[config.mk]
export PLATFORM = sky130hd
export DESIGN_NAME = fpu_issue_controller
export DESIGN_NICKNAME = d
export VERILOG_FILES = /design/src/rtl/fpu_issue_controller_pkg.sv /design/src/rtl/fpu_timeout_counter.sv /design/src/rtl/fpu_issue_controller.sv
export SDC_FILE = /design/constraint.sdc
export NUM_CORES = 1
export LEC_CHECK = 0
export CELL_PAD_IN_SITES_DETAIL_PLACEMENT = 0
export CELL_PAD_IN_SITES_GLOBAL_PLACEMENT = 1
export CORE_ASPECT_RATIO = 1.75
export CORE_UTILIZATION = 48
export CTS_CLUSTER_DIAMETER = 200
export CTS_CLUSTER_SIZE = 25
export DETAILED_ROUTE_END_ITERATION = 12
export DONT_BUFFER_PORTS = 1
export PLACE_DENSITY_LB_ADDON = 0.12
export SYNTH_ARGS = -nofsm -noshare
export SYNTH_HDL_FRONTEND = slang
export SYNTH_SLANG_ARGS = --single-unit
[constraint.sdc]
create_clock -name clk -period 4.4 [get_ports clk]
set_clock_uncertainty 0.2 [all_clocks]
set_input_delay 0 -clock clk [delete_from_list [all_inputs] [get_ports clk]]
set_output_delay 0 -clock clk [all_outputs]
set_load 0.01 [all_outputs]
[src/rtl/fpu_issue_controller_pkg.sv]
// Shared definitions for the fixed-point unit issue path: operation codes
// and response-counter sizing.
package fpu_issue_controller_pkg;

   typedef enum logic [1:0] {
      FPU_ADD  = 2'd0,
      FPU_SUB  = 2'd1,
      FPU_MUL  = 2'd2,
      FPU_SQRT = 2'd3
   } fpu_op_e;

   localparam int OP_COUNT_W = 16;

endpackage

[src/rtl/fpu_timeout_counter.sv]
// Counts WAIT cycles without a result; expired flags the last permitted cycle.
module fpu_timeout_counter
   import fpu_issue_controller_pkg::*;
#(
   parameter int TIMEOUT_CYCLES = 64
) (
   input  logic clk,
   input  logic reset,
   input  logic clear,
   input  logic enable,
   output logic expired
);

   localparam int CW = $clog2(TIMEOUT_CYCLES + 1);
   localparam logic [CW-1:0] LAST = CW'(TIMEOUT_CYCLES - 1);

   logic [CW-1:0] count;

   // Holds at LAST so a stray enable after expiry cannot wrap back to zero.
   always_ff @(posedge clk or posedge reset) begin
      if (reset)
         count <= '0;
      else if (clear)
         count <= '0;
      else if (enable && (count != LAST))
         count <= count + CW'(1);
   end

   assign expired = (count == LAST);

endmodule

[src/rtl/fpu_issue_controller.sv]
// Issues one command at a time to the fixed-point unit, waits for its result
// (or a timeout), and returns a single response to the requester.
module fpu_issue_controller
   import fpu_issue_controller_pkg::*;
#(
   parameter int WIDTH          = 32,
   parameter int TIMEOUT_CYCLES = 64
) (
   input  logic                  clk,
   input  logic                  reset,
   input  logic                  cmd_valid,
   output logic                  cmd_ready,
   input  logic [1:0]            cmd_op,
   input  logic [WIDTH-1:0]      cmd_a,
   input  logic [WIDTH-1:0]      cmd_b,
   output logic [WIDTH-1:0]      fpu_operand_1,
   output logic [WIDTH-1:0]      fpu_operand_2,
   output logic [1:0]            fpu_operation,
   output logic                  fpu_request,
   input  logic [WIDTH-1:0]      fpu_result,
   input  logic                  fpu_ready,
   output logic                  rsp_valid,
   output logic [WIDTH-1:0]      rsp_data,
   output logic                  rsp_error,
   input  logic                  rsp_ready,
   output logic [OP_COUNT_W-1:0] op_count
);

   localparam logic [1:0] S_IDLE  = 2'd0;
   localparam logic [1:0] S_ISSUE = 2'd1;
   localparam logic [1:0] S_WAIT  = 2'd2;
   localparam logic [1:0] S_RESP  = 2'd3;

   typedef enum logic [1:0] {
      IDLE  = S_IDLE,
      ISSUE = S_ISSUE,
      WAIT  = S_WAIT,
      RESP  = S_RESP
   } state_e;

   state_e state;
   logic   tmo_clear;
   logic   tmo_enable;
   logic   tmo_expired;

   function automatic logic [OP_COUNT_W-1:0] sat_inc(input logic [OP_COUNT_W-1:0] v);
      return (v == '1) ? v : v + OP_COUNT_W'(1);
   endfunction

   assign tmo_clear  = (state == ISSUE);
   assign tmo_enable = (state == WAIT) && !fpu_ready;

   fpu_timeout_counter #(
      .TIMEOUT_CYCLES(TIMEOUT_CYCLES)
   ) u_timeout (
      .clk    (clk),
      .reset  (reset),
      .clear  (tmo_clear),
      .enable (tmo_enable),
      .expired(tmo_expired)
   );

   always_ff @(posedge clk or posedge reset) begin
      if (reset) begin
         state         <= IDLE;
         cmd_ready     <= 1'b1;
         fpu_request   <= 1'b0;
         fpu_operation <= FPU_ADD;
         fpu_operand_1 <= '0;
         fpu_operand_2 <= '0;
         rsp_valid     <= 1'b0;
         rsp_data      <= '0;
         rsp_error     <= 1'b0;
         op_count      <= '0;
      end else begin
         case (state)
            IDLE: begin
               if (cmd_valid && cmd_ready) begin
                  fpu_operation <= cmd_op;
                  fpu_operand_1 <= cmd_a;
                  fpu_operand_2 <= cmd_b;
                  fpu_request   <= 1'b1;
                  cmd_ready     <= 1'b0;
                  state         <= ISSUE;
               end
            end
            ISSUE: state <= WAIT;
            // A result arriving on the timeout cycle still wins.
            WAIT: begin
               if (fpu_ready) begin
                  rsp_data    <= fpu_result;
                  rsp_error   <= 1'b0;
                  rsp_valid   <= 1'b1;
                  fpu_request <= 1'b0;
                  state       <= RESP;
               end else if (tmo_expired) begin
                  rsp_data    <= '0;
                  rsp_error   <= 1'b1;
                  rsp_valid   <= 1'b1;
                  fpu_request <= 1'b0;
                  state       <= RESP;
               end
            end
            RESP: begin
               if (rsp_ready) begin
                  rsp_valid <= 1'b0;
                  cmd_ready <= 1'b1;
                  if (!rsp_error)
                     op_count <= sat_inc(op_count);
                  state <= IDLE;
               end
            end
            default: state <= IDLE;
         endcase
      end
   end

endmodule

==> results of run 1 <==
-- cell families after synthesis --
family / Yosys count / synth area share [%]
AOI/OAI and AO/OA: 52 / 8.62
xor gates and xnor gates: 15 / 2.59
adders and majority gates: 6 / 1.48
buffers and inverters: 23 / 1.83
DFF: 127 / 62.8
muxes: 71 / 15.8
and+or+nand+nor: 63 / 6.92
-- stage by stage --
stage          setup WS, ns  util [%]  hold slack, ns  cell area (sq um)  instances
2_1_floorplan         0.817         -         -0.0602               5060        357
3_3_place_gp           2.03      50.7         -0.0837               5190        470
3_5_place_dp           2.00      50.7         -0.0761               5190        470
==> impl_metrics.tcl, run 1 <==
set metrics [dict create \
    haltStage "4_1_cts" \
    yosys_warnings 0 \
    ys.flop_type "dfrtp_1" \
    ys_ff_latch 127 \
    status "stopped before the end" \
    io_pins 221 \
    syn_nets 466 \
    cts_setup_buffers 0 \
    die_h_um 138 \
    cts_made_buffers 17 \
    io_buffers 0 \
    initial_utilization_pct 49.5 \
    syn_area_per_cell_sq_um 14.2 \
    synthCells 357 \
    cts.sinks 127 \
    synth.most_common_cell "dfrtp_1" \
    netlist.area_leader.share_pct 62.3 \
    seq_area_frac_synth_pct 62.8 \
    synth_edf_count 0 \
    ys_async_sr_fraction_pct 100 \
    netlist_top_cells_count "126 x dfrtp_1, 67 x mux2_2, 33 x a22o_1" \
    cts_resized 0 \
    clock_path_buffers 2 \
    cts_root_buf "clkbuf_16" \
    synth_largest_area_cell "dfrtp_1" \
    firstError "[ERROR RSZ-0060] Max buffer count reached." \
    synth_area_sq_um 5060 \
    num_rows 49 \
    dp_hpwl_mm 6.91 \
    hold_buffers 101 \
    gp_congestion 0.751 \
    htree_num_levels 4 \
    synthTopCellsByArea "dfrtp_1 62%, mux2_2 15%, a22o_1 5.7%" \
    die_w_um 79.7 \
    synthDistinctLibCells 41 \
]
==> run 2, diff against run 1 <==
Settings changed: CELL_PAD_IN_SITES_DETAIL_PLACEMENT 0 to unset, CELL_PAD_IN_SITES_GLOBAL_PLACEMENT 1 to unset, CORE_ASPECT_RATIO 1.75 to unset, CORE_UTILIZATION 48 to 35, CTS_CLUSTER_DIAMETER 200 to unset, CTS_CLUSTER_SIZE 25 to unset, PLACE_DENSITY_LB_ADDON 0.12 to 0.15.
==> run 2 against run 1 <==
  * The flow now finishes without violations
  * Synthesized area is the same
  * Synthesized cell count is the same
==> impl_metrics.tcl, run 2 <==
set metrics [dict create \
    dp_hpwl_mm 7.57 \
    syn_area_per_cell_sq_um 14.2 \
    end_kind "flop" \
    seq_area_frac_synth_pct 62.8 \
    final_nets 576 \
    reg_top3 "fpu_operand_1 (32), fpu_operand_2 (32), rsp_data (32)" \
    cts_setup_buffers 0 \
    insertedDiodeCount 0 \
    timing.hold.ws_ns 0.0686 \
    synthTopCellsByArea "dfrtp_1 62%, mux2_2 15%, a22o_1 5.7%" \
    worstPathMaxFanout 32 \
    num_rows 43 \
    arrival_ns 2.57 \
    vias 3289 \
    synthDistinctLibCells 41 \
    final_max_slew_viol_count 0 \
    synth.most_common_cell "dfrtp_1" \
    initial_utilization_pct 36.2 \
    grt_max_degree 68 \
    swShare_pct 33.3 \
    grt_pass1_vias 3503 \
    layout.cells.most_common_list "126 x dfrtp_1, 104 x dlygate4sd3_1, 67 x mux2_2, 33 x a22o_1, 18 x nor2_1" \
    rsz0062_at_grt "no" \
    start_kind "flop" \
    vdd_drop_max_mv 0.360 \
    netlist.area_leader.share_pct 62.3 \
    die_w_um 122 \
    io_buffers 0 \
    internal-power_w 0.00310 \
    min_path_type "in2reg" \
    cts_tree "done" \
    reg2regPathDepth 5 \
    synthCells 357 \
    path_class "reg2reg" \
    cts_made_buffers 17 \
    clkPwrFrac_pct 29.0 \
    tightest_slew_ns 1.16 \
    area_growth_pct 36.0 \
    r2r_slack_ns 1.92 \
    holdPathStages 2 \
    seq_power_share_pct 49.7 \
    wl_per_cell_um 18.2 \
    worstHoldEndpoint "rsp_data[13]" \
    io_pins 221 \
    gp_congestion 0.735 \
    clk_pin_slew_ns 0.06 \
    ant_nets 0 \
    final-hold-violation-count 0 \
    synth_edf_count 0 \
    finalSetupTns_ns 0 \
    powerDensity_nw_per_um2 676 \
    cts.sinks 127 \
    period_needed_ns 2.48 \
    dieArea_sq_um 15000 \
    clk_latency_ns 0.40 \
    yosys_warnings 0 \
    clock_path_buffers 2 \
    ys_ff_latch 127 \
    power_switching_w 0.00155 \
    cts_root_buf "clkbuf_16" \
    power_frac_comb_pct 21.3 \
    r2r-start "u_timeout.count[0]" \
    viasPerCell 4.98 \
    die_h_um 122 \
    syn_nets 466 \
    core_area_sq_um 14000 \
    final_common_cell "dfrtp_1" \
    timing.final.crit_share_pct 56.5 \
    worst_ep_required_time_ns 4.48 \
    netlist_top_cells_count "126 x dfrtp_1, 67 x mux2_2, 33 x a22o_1" \
    cts_resized 0 \
    synth_area_sq_um 5060 \
    max_cap_violations 0 \
    worstReg2RegEnd "rsp_data[10]" \
    ys.flop_type "dfrtp_1" \
    grt_pass1_wl_mm 18.2 \
    synth_largest_area_cell "dfrtp_1" \
    post-route-util_pct 49.2 \
    leakagePower_nw 3.13 \
    ys_async_sr_fraction_pct 100 \
    grt_overflow_total 0 \
    dr.pass1.iters 4 \
    wirelength_mm 12.0 \
    grt_antenna_before_repair 0 \
    drtIter0Drc 93 \
    drive_gt1_share_pct 22.7 \
    setup_violations 0 \
    drc 0 \
    htree_num_levels 4 \
    slew_headroom_pct 22.3 \
    hp-start "fpu_result[13]" \
    status "complete, no violations" \
    max_freq_mhz 402 \
    hold_buffers 105 \
    grt_usage_pct 16.3 \
]
[run 2: layout make-up]
type	instances	area (sq um)
Fill cell	1191	7100
Inverter	7	28.8
Sequential cell	127	3180
Timing Repair Buffer	107	1080
Tap cell	180	225
Clock inverter	13	140
Multi-Input combinational cell	207	1810
Clock buffer	19	433
[run 2: how the worst max path moves through the flow]
| stage | startpoint | to | slack, ns | cells after the start |
|---|---|---|---|---|
| after global placement | u_timeout.count[0] | rsp_data[7] | 2.03 | 5 |
| after CTS | u_timeout.count[0] | rsp_data[23] | 1.94 | 5 |
| after floorplan | reset | fpu_operand_1[0] | 0.82 | 1 |
| final | u_timeout.count[0] | rsp_data[10] | 1.92 | 5 |
| after detailed placement | u_timeout.count[0] | rsp_data[10] | 1.95 | 5 |
| after global routing | u_timeout.count[0] | rsp_data[31] | 1.73 | 5 |
[run 2: through the flow]
step	power (W)	std cells	setup WS (ns)	instance area, sq um
2_1_floorplan	0.00296	357	0.817	5060
6_report	0.00466	660	1.92	6890
5_1_grt	0.00495	660	1.73	6890
3_5_place_dp	0.00324	523	1.95	5250
4_1_cts	0.00469	660	1.94	6890
3_3_place_gp	0.00319	523	2.03	5250
[run 2: critical path: stages, from the launching register on]
cell and delay [ns]:
dfrtp_1 0.39, ha_1 0.20, nand3b_1 0.18, o21bai_1 0.32, nand2_1 0.66, a22o_1 0.41
[run 2: logic make-up after synthesis]
logic type,count (synthesis),synth area share [%]
and+or+nand+nor,63,6.92
buffers and inverters,23,1.83
adders and majority gates,6,1.48
DFF,127,62.8
muxes,71,15.8
AOI/OAI and AO/OA,52,8.62
xor gates and xnor gates,15,2.59
[run 2: routing by layer]
layer  wire length [um]  global-route usage [%]  vias up
li1                   -                       -     1509
met1               4650                    19.0     1595
met2               6100                    26.4      167
met3                991                    6.60       18
met4                241                    7.24        0
met5                  0                       0        -
[run 2: power by group through the flow]
| stage | sequential, W | combinational, W | clock [W] |
|---|---|---|---|
| after floorplan | 0.00217 | 0.000783 | 0 |
| after global placement | 0.00232 | 0.000863 | 0 |
| after detailed placement | 0.00231 | 0.000923 | 0 |
| after CTS | 0.00231 | 0.000996 | 0.00139 |
| after global routing | 0.00238 | 0.00110 | 0.00146 |
| final | 0.00232 | 0.000992 | 0.00135 |
(Power assumes the default switching activity.)
